===== src/rtl/pipe_pkg.sv =====
// Shared pipeline-stage definitions: default header widths, the $0 register,
// the stage header type used by the hazard unit, and saturating T_new decrement.
package pipe_pkg;
  localparam int TNEW_W_DEF    = 2;
  localparam int REGADDR_W_DEF = 5;
  localparam logic [4:0] ZERO_REG = 5'd0;

  typedef struct packed {
    logic                     valid;
    logic                     we;
    logic [REGADDR_W_DEF-1:0] a3;
    logic [TNEW_W_DEF-1:0]    tnew;
  } stage_hdr_t;

  // Callers cast the result back to their own T_new width.
  function automatic logic [31:0] sat_dec(input logic [31:0] x);
    return (x != 32'd0) ? x - 32'd1 : 32'd0;
  endfunction
endpackage


===== src/rtl/pipe_perf_cnt.sv =====
// Saturating 32-bit event counter for stage performance monitoring.
module pipe_perf_cnt (
  input  logic        clk,
  input  logic        reset,
  input  logic        inc_i,
  output logic [31:0] cnt_o
);
  logic [31:0] cnt_q, cnt_d;

  always_comb begin
    cnt_d = cnt_q;
    if (inc_i && (cnt_q != 32'hFFFF_FFFF)) cnt_d = cnt_q + 32'd1;
  end

  always_ff @(posedge clk or posedge reset) begin
    if (reset) cnt_q <= '0;
    else       cnt_q <= cnt_d;
  end

  assign cnt_o = cnt_q;
endmodule


===== src/rtl/pipe_stage_reg.sv =====
// Inter-stage pipeline register with stall, flush, valid, T_new ageing and
// forwarding qualifiers. Define PIPE_STAGE_PERF_CNT_EN for stall/bubble counters.
module pipe_stage_reg
  import pipe_pkg::*;
#(
  parameter int DATA_W    = 32,
  parameter int LANES     = 4,
  parameter int CTRL_W    = 16,
  parameter int TNEW_W    = TNEW_W_DEF,
  parameter int REGADDR_W = REGADDR_W_DEF,
  parameter int HOLD_AGES = 1
) (
  input  logic                    clk,
  input  logic                    reset,
  input  logic                    stall_i,
  input  logic                    flush_i,
  input  logic                    valid_i,
  input  logic                    we_i,
  input  logic [REGADDR_W-1:0]    a3_i,
  input  logic [TNEW_W-1:0]       tnew_i,
  input  logic [CTRL_W-1:0]       ctrl_i,
  input  logic [LANES*DATA_W-1:0] data_i,
  output logic                    valid_o,
  output logic                    we_o,
  output logic [REGADDR_W-1:0]    a3_o,
  output logic [TNEW_W-1:0]       tnew_o,
  output logic [CTRL_W-1:0]       ctrl_o,
  output logic [LANES*DATA_W-1:0] data_o,
  output logic                    fwd_rdy_o,
  output logic                    busy_o
`ifdef PIPE_STAGE_PERF_CNT_EN
  ,
  output logic [31:0]             stall_cnt_o,
  output logic [31:0]             bubble_cnt_o
`endif
);
  logic                    valid_q, valid_d;
  logic                    we_q, we_d;
  logic [REGADDR_W-1:0]    a3_q, a3_d;
  logic [TNEW_W-1:0]       tnew_q, tnew_d;
  logic [CTRL_W-1:0]       ctrl_q, ctrl_d;
  logic [LANES*DATA_W-1:0] data_q, data_d;

  always_comb begin
    valid_d = valid_q;
    we_d    = we_q;
    a3_d    = a3_q;
    tnew_d  = tnew_q;
    ctrl_d  = ctrl_q;
    data_d  = data_q;
    if (flush_i) begin
      valid_d = 1'b0;
      we_d    = 1'b0;
      a3_d    = '0;
      tnew_d  = '0;
      ctrl_d  = '0;
      data_d  = '0;
    end else if (stall_i) begin
      if (HOLD_AGES != 0) tnew_d = TNEW_W'(sat_dec(32'(tnew_q)));
    end else begin
      // An invalid instruction must never claim a destination register.
      valid_d = valid_i;
      we_d    = valid_i & we_i;
      a3_d    = valid_i ? a3_i : '0;
      tnew_d  = TNEW_W'(sat_dec(32'(tnew_i)));
      ctrl_d  = ctrl_i;
      data_d  = data_i;
    end
  end

  always_ff @(posedge clk or posedge reset) begin
    if (reset) begin
      valid_q <= 1'b0;
      we_q    <= 1'b0;
      a3_q    <= '0;
      tnew_q  <= '0;
      ctrl_q  <= '0;
      data_q  <= '0;
    end else begin
      valid_q <= valid_d;
      we_q    <= we_d;
      a3_q    <= a3_d;
      tnew_q  <= tnew_d;
      ctrl_q  <= ctrl_d;
      data_q  <= data_d;
    end
  end

  assign valid_o = valid_q;
  assign we_o    = we_q;
  assign a3_o    = a3_q;
  assign tnew_o  = tnew_q;
  assign ctrl_o  = ctrl_q;
  assign data_o  = data_q;

  logic pending_wr;
  assign pending_wr = valid_q & we_q & (a3_q != REGADDR_W'(ZERO_REG));
  assign fwd_rdy_o  = pending_wr & (tnew_q == '0);
  assign busy_o     = pending_wr & (tnew_q != '0);

`ifdef PIPE_STAGE_PERF_CNT_EN
  logic stall_ev, bubble_ev;
  assign stall_ev  = stall_i & ~flush_i;
  assign bubble_ev = flush_i | (~stall_i & ~valid_i);

  pipe_perf_cnt u_stall_cnt (
    .clk(clk), .reset(reset), .inc_i(stall_ev), .cnt_o(stall_cnt_o)
  );
  pipe_perf_cnt u_bubble_cnt (
    .clk(clk), .reset(reset), .inc_i(bubble_ev), .cnt_o(bubble_cnt_o)
  );
`endif
endmodule


===== config.mk =====
export PLATFORM = sky130hd
export DESIGN_NAME = pipe_stage_reg
export DESIGN_NICKNAME = d
export VERILOG_FILES = /design/src/rtl/pipe_pkg.sv /design/src/rtl/pipe_perf_cnt.sv /design/src/rtl/pipe_stage_reg.sv
export SDC_FILE = /design/constraint.sdc
export NUM_CORES = 1
export LEC_CHECK = 0
export BUFFER_PORTS_ARGS = -buffer_cell sky130_fd_sc_hd__buf_2
export CAP_MARGIN = 20
export CORE_MARGIN = 5
export CORE_UTILIZATION = 46
export DETAILED_ROUTE_END_ITERATION = 16
export PLACE_DENSITY = 0.8
export SKIP_LAST_GASP = 1
export SLEW_MARGIN = 30
export SYNTH_ARGS = -nofsm -noshare
export SYNTH_HDL_FRONTEND = slang
export SYNTH_SLANG_ARGS = --single-unit

===== constraint.sdc =====
create_clock -name clk -period 6.8 [get_ports clk]
set_clock_uncertainty 0.2 [all_clocks]
set_input_delay 1.36 -clock clk [delete_from_list [all_inputs] [get_ports clk]]
set_output_delay 1.36 -clock clk [all_outputs]
set_load 0.02 [all_outputs]

Yosys cells after proc, flatten, opt, wreduce, memory -nomap -nowiden

Cells that the tools add are included.

Bitwise gates (word level): 5
Reduce and logical (&&, ||, !) cells: 4
Add/subtract/negate cells: 2
Eq/ne operators: 1
Mux-type cells: 15

Operators by type and width:

| cell                | count |
|---|---|
| $mux 128            | 2 |
| $mux 16             | 2 |
| $mux 5              | 3 |
| $mux 2              | 4 |
| $and 1x1->1         | 5 |
| $reduce_bool 5->1   | 1 |
| $mux 1              | 4 |
| $reduce_bool 2->1   | 2 |
| $sub 2x1->2 const B | 2 |
| $logic_not 2->1     | 1 |
| $ne 2x1->1 const B  | 1 |

Word-level logic and storage cells: 33
Input port bits: 157
Output and inout port bits: 155
Register bits: 153

Depth between registers and ports, before layout

Gate-level depths: netlist (run 1).

Word-level depth: 4
Depth in mapped cells: 5
Gate-level depth less buffers: 2

Least setup slack after synthesis (run 1)

No wires, ideal clock.

Path kind: reg-to-output
Start: reg tnew_q[1], in the netlist tnew_o[1]
End: out fwd_rdy_o
Path buffers: 0
Data arrival time: 1.031 ns
Cell stages (with the launch flop): 3
Data required time: 5.240 ns
Setup slack: 4.209 ns
Path through: dfrtp_1 -> nand4bb_1 -> a21oi_1

Longest elaborated chain between the ends: 2

RTL lines:

| what                     | line                 | RTL |
|---|---|---|
| start: declaration       | pipe_stage_reg.sv:40 | `logic [TNEW_W-1:0] tnew_q, tnew_d;` |
| start signal: assignment | pipe_stage_reg.sv:83 | `tnew_q <= tnew_d;` |
| $logic_not 2->1          | pipe_stage_reg.sv:98 | `assign fwd_rdy_o = pending_wr & (tnew_q == '0);` |
| $and 1x1->1              | pipe_stage_reg.sv:98 |  |
| end: declaration         | pipe_stage_reg.sv:29 | `output logic fwd_rdy_o,` |

Every way passes these cells.

Worst setup path after layout (run 1)

Start: reg a3_q[0], in the netlist a3_o[0]
End: out busy_o

Longest elaborated chain between the ends: 3

RTL lines:

| what                     | line                 | RTL |
|---|---|---|
| start: declaration       | pipe_stage_reg.sv:39 | `logic [REGADDR_W-1:0] a3_q, a3_d;` |
| start signal: assignment | pipe_stage_reg.sv:75 | `a3_q <= '0;` |
| start signal: assignment | pipe_stage_reg.sv:82 | `a3_q <= a3_d;` |
| $reduce_bool 5->1        | pipe_stage_reg.sv:97 | `assign pending_wr = valid_q & we_q & (a3_q != REGADDR_W'(ZERO_REG));` |
| $and 1x1->1              | pipe_stage_reg.sv:97 |  |
| $and 1x1->1              | pipe_stage_reg.sv:99 | `assign busy_o = pending_wr & (tnew_q != '0);` |
| end: declaration         | pipe_stage_reg.sv:30 | `output logic busy_o` |

Every way passes these cells.

==> reports/qor.txt, run 1 <==
Gpl congestion: 0.810
WHS: 0.316 ns
Crit Path Class: reg -> out
Multiplexer area fraction after synthesis: 0.232
Fmax achieved: 322 MHz
Register area: 3830 µm²
CTS tree: yes
Max Transition Viols Final: 0
Final Hold Viols: 0
Top cell type's share of synthesized area: 0.613
Critical path startpoint category: register
Minimum clock period: 3.11 ns
Hold Crit Class: reg -> reg
Clock network power share: 0.433
Switching Share: 0.245
Core Region: 13300 µm²
Mapped Nets: 666
All-Layer GR Usage: 0.209
Sink Count: 153
Pleak: 4.93 nW
Area contributors post-synth: dfrtp_1, mux2i_1, nor2_1, buf_6, nand3b_1
Cell area after synthesis: 6250 µm²
First-pass GRT wire length: 26.5 mm
Max_cap viols: 0
Worst Tran Pin Value: 0.940 ns
Synth cell types: 16
Setup TNS: 0 ns
RSZ-0062 raised after global routing: false
CP endpoint kind: primary output
Die H: 127 µm
N_diodes: 0
Num CTS Buffers: 17
Synth Area in XOR/XNOR: 0
Largest family of logic cells by synthesized area: multiplexers
DR iter-0 viols: 223
WL/cell: 16.9 µm
Synth Area in Adders: 0
Mapped Cells: 509
Die X: 127 µm
DR vias/cell: 4.95
Fraction of layout cells with a size suffix above 1: 0.421
Die area: 16000 µm²
Reg power frac: 0.432
Clk Latency, worst-skew pair: 0.41 ns
Number of global-route vias before repair: 5120
Multi-input logic area: 2170 µm²
Post-CTS setup buffers: 0
Std cell rows: 42
Worst EP required: 5.24 ns
Area grow syn2layout: 35.3%
Pint: 1.73 mW
Avg Cell Area, Syn: 12.3 µm²
Post-Route WL: 16.8 mm
Pre-antenna DRT Iters: 4
Power Density: 271 nW/µm²
NetSw: 0.560 mW
Fillers: 1093
Starting Density: 0.470
Seq cells post-synth: 153
Tot Pwr: 2.29 mW
Via count: 4930
Peak VDD IR: 0.147 mV
Root Driver: clkbuf_16
Clock buffer depth: 2
Pin count of the biggest net entering global routing: 92
Antenna violations before repair: 0
Post-CTS sizing: 0
Crit Path Max Fanout: 3
Compound-Gate Fraction of Synth Area: 0.00921
Simple-gate share of the synthesized area: 0.105
ANT nets after route: 0
H-tree lvl count: 4
CTS Hold Buffers Added: 0
Port Buffer Count: 311
Final period utilization: 0.457
Drt drc: 0
Relative slew slack: 0.374
Grt ovf: 0
# nets final: 965
YS warnings: 0
Status: complete, no violations
Dpl hpwl: 12.3 mm
Final setup fails: 0
Part of the power in combinational logic: 0.135
I/O pin cnt: 312
Yosys top cell by area: dfrtp_1
Most frequent cells in the layout: buf_2, dfrtp_1, mux2i_1, nor2_1, clkbuf_16
CP Data Arrival Time: 1.55 ns
Part of the Yosys area used for sequential elements: 0.613
Most common cell after layout, fill and taps aside: buf_2
Clk pin slew, worst setup/hold paths: 0.06 ns
final cells by class:
class,count,share of cell area
multi-input combinational,319,0.256
inverter,2,0.00148
clock inverter,8,0.0169
tap,176,0.0260
sequential,153,0.453
timing repair buffer,315,0.189
clock buffer,22,0.0573
final timing paths:
kind,start,end,slack (ns),cells after the start
max,a3_o[0],busy_o,3.69,3
min,data_o[29],data_o[29],0.32,2
max reg2reg,tnew_o[0],tnew_o[0],5.80,2
min reg2reg,data_o[29],data_o[29],0.32,2
max in group asynchronous,reset,ctrl_o[13],4.36,3
min in group asynchronous,reset,data_o[91],0.85,2
synthesized netlist by cell type:
| master | n |
|---|---|
| o211ai_1 | 1 |
| dfrtp_1 | 153 |
| or3b_1 | 1 |
| buf_6 | 11 |
| a21oi_1 | 10 |
| inv_1 | 2 |
| clkbuf_1 | 8 |
| nor4_1 | 1 |
| nand4bb_1 | 1 |
| nand2_1 | 6 |
| nand3b_1 | 8 |
| nor2_1 | 145 |
| mux2i_1 | 145 |
| buf_2 | 11 |
| buf_4 | 5 |
| nand3_1 | 1 |
sequential cells by signal, indices dropped and copies added (netlist names):
name,flops
a3_o,5
ctrl_o,16
data_o,128
tnew_o,2
valid_o,1
we_o,1
metrics by stage:
step | instance area [µm²] | utilization | setup WS, ns | cells
after floorplan | 6250 | - | 1.12 | 509
after global placement | 7830 | 0.589 | 3.49 | 965
after detailed placement | 7830 | 0.589 | 3.46 | 965
after CTS | 8450 | 0.636 | 3.65 | 995
after global routing | 8460 | 0.636 | 3.58 | 995
final | 8460 | 0.636 | 3.69 | 995
cell families after synthesis:
family	after synthesis
AND/OR/NAND/NOR	163
flip-flops	153
buffers and inverters	37
multiplexers	145
AO/OA/AOI/OAI	11
power by group through the flow:
| stage | Combinational [mW] | Sequential, mW | Clock [mW] |
|---|---|---|---|
| after floorplan | 0.128 | 1.07 | 0 |
| after global placement | 0.307 | 1.00 | 0 |
| after detailed placement | 0.314 | 1.00 | 0 |
| after CTS | 0.314 | 0.989 | 1.01 |
| after global routing | 0.338 | 0.996 | 1.05 |
| final | 0.310 | 0.989 | 0.991 |
worst max-delay path: stages, from the launching register on:
cell,delay [ns]
dfrtp_1,0.40
nor4_1,0.40
a21oi_1,0.15
buf_2,0.19
layer usage:
layer	up-vias	wire length (µm)	part of all wire	global-route usage
li1	2287	-	-	-
met1	2369	6400	0.38	0.246
met2	243	8180	0.49	0.343
met3	31	1810	0.11	0.0794
met4	0	423	0.025	0.0909
met5	-	0	0	0
(Power assumes the default switching activity.)
==> inputs of run 2 (changes only) <==
ABC_AREA = 1   (was default)
CORE_UTILIZATION = 41   (was 46)
PLACE_DENSITY = 0.76   (was 0.8)
clock period = 2.54 ns   (was 6.8 ns; I/O delays follow)
==> run 2 against run 1 <==
  * Hold slack got worse by 0.29 ns
  * Highest routed layer unchanged
  * Final area fell by 0.70%
  * Wire length rose by 6.6%
  * Combinational power rose by 150%
  * Synthesized cell count rose by 33%
  * Critical path depth rose by 2
  * Critical endpoint unchanged
  * Die area rose by 8.7%
  * Clock-buffer cell count fell by 1
  * Sequential power rose to 2.7 times the previous value
  * Cell count rose by 17%
  * Critical path type unchanged
  * Global-route usage fell by 1.1 points
  * Sequential share of layout area rose by 0.32 points
==> reports/qor.txt, run 2 <==
Crit Path Class: reg -> out
ANT nets after route: 0
Post-synth EDFFs: 0
Antenna violations before repair: 0
Post-synth ARST share: 1.00
CP endpoint kind: primary output
Max FFs per register: 128
Crit Path Max Fanout: 3
Fraction of layout cells with a size suffix above 1: 0.361
Area grow syn2layout: 37.7%
Max Transition Viols Final: 0
RSZ-0062 raised after global routing: false
Critical path startpoint category: register
Top cell type's share of synthesized area: 0.628
Minimum clock period: 2.08 ns
Starting Density: 0.418
Worst EP required: 1.83 ns
Yosys top cell by area: dfrtp_1
Synth cell types: 14
Number of global-route vias before repair: 5501
Most frequent cells in the layout: buf_2, nand2_1, nand3_1
Fmax achieved: 480 MHz
Clock buffer depth: 2
Port Buffer Count: 311
Seq cells post-synth: 153
R2R setup slack: 1.60 ns
Cell area after synthesis: 6100 µm²
Core Region: 14600 µm²
Commonest cells in the netlist: nand2_1, nand3_1, dfrtp_1, buf_2, buf_4
Post-Route WL: 17.9 mm
DR iter-0 viols: 289
Final period utilization: 0.820
First-pass GRT wire length: 28.2 mm
Area contributors post-synth: dfrtp_1, nand2_1, nand3_1, buf_4, buf_2
Part of the Yosys area used for sequential elements: 0.628
Pleak: 5.11 nW
Gpl congestion: 0.819
I/O pin cnt: 312
Most common cell after layout, fill and taps aside: buf_2
CP Data Arrival Time: 1.38 ns
Die H: 132 µm
Dpl hpwl: 12.6 mm
Root Driver: clkbuf_16
WL/cell: 15.4 µm
Crit path buf inv count: 1
Critical Path, Cell by Cell: nor2_1 > nand3_1 > nand2_1 > nor2_1 > buf_2
Clk pin slew, worst setup/hold paths: 0.06 ns
Final Hold Viols: 0
Via count: 5695
YS warnings: 0
Most frequent cell after synthesis: nand2_1
Critical Path Max Stage Delay: 0.40 ns
Post-CTS sizing: 0
Drt drc: 0
DR vias/cell: 4.90
Mapped Cells: 676
Status: complete, no violations
Die X: 132 µm
Std cell rows: 44
Peak VDD IR: 0.463 mV
Cell mode on critical path: nor2_1
H-tree lvl count: 4
CTS Hold Buffers Added: 0
Clk Latency, worst-skew pair: 0.41 ns
Delay-heaviest family, CP: flip-flops
Primary FF master, synth: dfrtp_1
N_diodes: 0
Avg Cell Area, Syn: 9.02 µm²
CTS tree: yes
Die area: 17400 µm²
Final setup fails: 0
All-Layer GR Usage: 0.198
WHS: 0.0255 ns
Grt ovf: 0
Pin count of the biggest net entering global routing: 89
Power Density: 725 nW/µm²
Post-CTS setup buffers: 0
Tot Pwr: 6.09 mW
Worst Tran Pin Value: 0.468 ns
# nets final: 1123
Relative slew slack: 0.688
Sink Count: 153
Max_cap viols: 0
Pre-antenna DRT Iters: 5
Num CTS Buffers: 17
Mapped Nets: 833
CP max stage cell: dfrtp_1
Hold Crit Class: in -> async
## run 2: kinds of logic (layout without fill, tap and decap cells)
kind of cell | after synthesis | in the layout | share of synthesized area
AND/OR/NAND/NOR | 465 | 465 | 0.320
flip-flops | 153 | 153 | 0.628
buffers and inverters | 55 | 358 | 0.0498
AO/OA/AOI/OAI | 3 | 3 | 0.00267
## run 2: worst reg2reg max path: stages (launching register included)
cell and delay, ns:
dfrtp_1 0.41, inv_1 0.06, nand2_1 0.04, o22ai_1 0.15
## run 2: layout make-up
cell class	count	area (µm²)
clock buffers	21	460
inverters	6	28.8
flip-flops and latches	153	3830
repair buffers	320	1710
clock inverters	11	169
well taps	184	230
fillers	1284	6190
multi-input cells	468	1970
## run 2: final timing paths
kind | endpoint | startpoint | depth (start not counted)
setup / recovery | busy_o | a3_o[3] | 5
hold / removal | data_o[36] | reset | 3
setup reg to reg | tnew_o[0] | tnew_o[0] | 3
hold reg to reg | data_o[95] | data_o[95] | 2
max in group asynchronous | data_o[2] | reset | 3
min in group clk | data_o[5] | data_i[5] | 3
## run 2: power breakdown
group          internal, mW  leakage, nW  switching (mW)
Clock                  1.70        0.307           0.973
Combinational         0.262         2.76           0.509
Sequential             2.57         2.04          0.0722
Total                  4.53         5.11            1.55
## run 2: through the flow
stage                     std cells  instance area, µm²  utilization  setup WS, ns  setup TNS, ns
final                          1163                8400        0.576         0.457              0
after global routing           1163                8400        0.576         0.321              0
after CTS                      1163                8400        0.576         0.436              0
after detailed placement       1131                7770        0.533         0.759              0
after global placement         1131                7770        0.533         0.786              0
after floorplan                 676                6100            -       -0.0989         -15.14
## run 2: per-layer routing
metal,global-route usage,share of wire,up-vias
met5,0,0,-
met4,0.0629,0.018,0
met3,0.0698,0.092,27
met2,0.326,0.49,266
met1,0.246,0.40,2664
li1,-,-,2738
==> inputs of run 3 (changes only) <==
ABC_AREA = 0   (was 1)
clock period = 1.7 ns   (was 2.54 ns; I/O delays follow)
==> run 3 against run 2 <==
  * The flow now finishes with violations (negative setup slack)
  * Critical path depth is 2 lower
  * Core utilization is 10 points higher
  * Clock-buffer cell count is 1 lower
  * Final area is 22% higher
  * Wire length is 10% higher
  * Hold slack worse by 0.0098 ns
  * Register-to-register slack worse by 0.94 ns
  * Power is 51% higher
  * Global-route usage is 2.5 points higher
  * Combinational power is 110% higher
  * Non-clock buffer count is 166 higher
  * Die area is 2.3% higher
  * Largest power group is now registers
==> reports/qor.txt, run 3 (synthesis results as in run 1) <==
Num CTS Buffers: 17
Tot Pwr: 9.21 mW
Std cell rows: 45
Pin count of the biggest net entering global routing: 83
Met3 Routed Length: 1.54 mm
Power Density: 901 nW/µm²
Peak VDD IR: 0.588 mV
WHS: 0.0157 ns
Crit Path Class: reg -> out
First-pass GRT wire length: 31.9 mm
Pleak: 5.65 nW
Status: finished, violations left
Die X: 133 µm
Grt ovf: 0
Port Buffer Count: 311
Crit Path Max Fanout: 3
Clk pin slew, worst setup/hold paths: 0.06 ns
Max Transition Viols Final: 0
Final setup margin: -0.329 ns
Worst Tran Pin Value: 0.433 ns
ANT nets after route: 0
WL/cell: 16.7 µm
Most frequent cells in the layout: buf_2, dfrtp_1, dlygate4sd3_1
Hold Crit Class: in -> reg
Setup TNS: -0.639 ns
Via count: 5720
DR vias/cell: 4.85
Die area: 17800 µm²
Relative slew slack: 0.711
DR iter-0 viols: 194
RSZ-0062 raised after global routing: true
CTS tree: yes
Final setup fails: 2
Routed wl met2: 9.87 mm
Number of global-route vias before repair: 6364
Failing checks: negative setup slack
Starting Density: 0.414
Final Util: 0.677
Post-Route WL: 19.8 mm
Dpl hpwl: 11.6 mm
Die H: 133 µm
Fillers: 1025
Most common cell after layout, fill and taps aside: buf_2
Minimum clock period: 2.03 ns
Fmax achieved: 493 MHz
Max_cap viols: 0
M1 WL: 7.46 mm
N_diodes: 0
Critical path startpoint category: register
All-Layer GR Usage: 0.223
Final period utilization: 1.19
Antenna violations before repair: 0
Final Hold Viols: 0
Clk Latency, worst-skew pair: 0.41 ns
R2R depth: 2
Clock buffer depth: 2
I/O pin cnt: 312
Fraction of layout cells with a size suffix above 1: 0.372
CP Data Arrival Time: 1.49 ns
Gpl congestion: 0.777
Sink Count: 153
Drt drc: 0
Hold Crit Depth: 3
Root Driver: clkbuf_16
Core Region: 15100 µm²
Worst EP required: 1.16 ns
CP endpoint kind: primary output
Pre-antenna DRT Iters: 6
Area grow syn2layout: 63.5%
H-tree lvl count: 4
Highest routing layer actually used: met4
# nets final: 1136
Max FFs per register: 128
Pre-CTS setup slack: 0.104 ns
run 3: final cells by class:
cell class | instances | area, µm² | share of cell area
clock buffers | 20 | 457 | 0.0447
repair buffers | 486 | 3380 | 0.331
inverters | 2 | 11.3 | 0.00110
multi-input cells | 319 | 2190 | 0.214
well taps | 188 | 235 | 0.0230
flip-flops and latches | 153 | 3830 | 0.375
clock inverters | 12 | 115 | 0.0113
run 3: path summary, 6_finish.rpt:
kind                                  start          end  slack, ns
worst min register to register  data_o[116]  data_o[116]       0.32
worst min-delay path             data_i[84]   data_o[84]       0.02
min in group asynchronous             reset   data_o[75]       0.42
max in group asynchronous             reset    data_o[0]       0.51
worst max-delay path                a3_o[0]       busy_o      -0.33
worst max register to register  data_o[120]  data_o[120]       0.66
run 3: what timing repair did:
| action | CTS | global route |
|---|---|---|
| setup buffers | 1 | 1 |
| hold buffers | 152 | 0 |
| setup endpoints to repair | 2 | 2 |
| hold endpoints to repair | 304 | 0 |
| resized for setup | 1 | 5 |
| gates cloned | 0 | 0 |
| pin swaps | 1 | 3 |
run 3: power by group:
group          internal, mW  switching (mW)  leakage [nW]  total [mW]
logic                 0.765           0.843          3.36        1.61
registers              3.84           0.118          2.03        3.96
clock network          2.11            1.53         0.262        3.64
total                  6.71            2.49          5.65        9.21
run 3: metal layers:
layer | vias up | track usage
met2 | 288 | 0.386
met3 | 79 | 0.0623
met5 | - | 0
li1 | 2645 | -
met1 | 2708 | 0.251
met4 | 0 | 0.119
run 3: critical path, stage by stage, from the launching register on:
cell	delay (ns)
dfrtp_1	0.42
nor4_4	0.37
a21oi_2	0.11
buf_2	0.17
run 3: per-stage QoR:
stage          area [µm²]  std cells
2_1_floorplan        6250        509
3_3_place_gp         8080        994
3_5_place_dp         8080        994
5_1_grt             10200       1180
6_report            10200       1180
4_1_cts             10200       1179
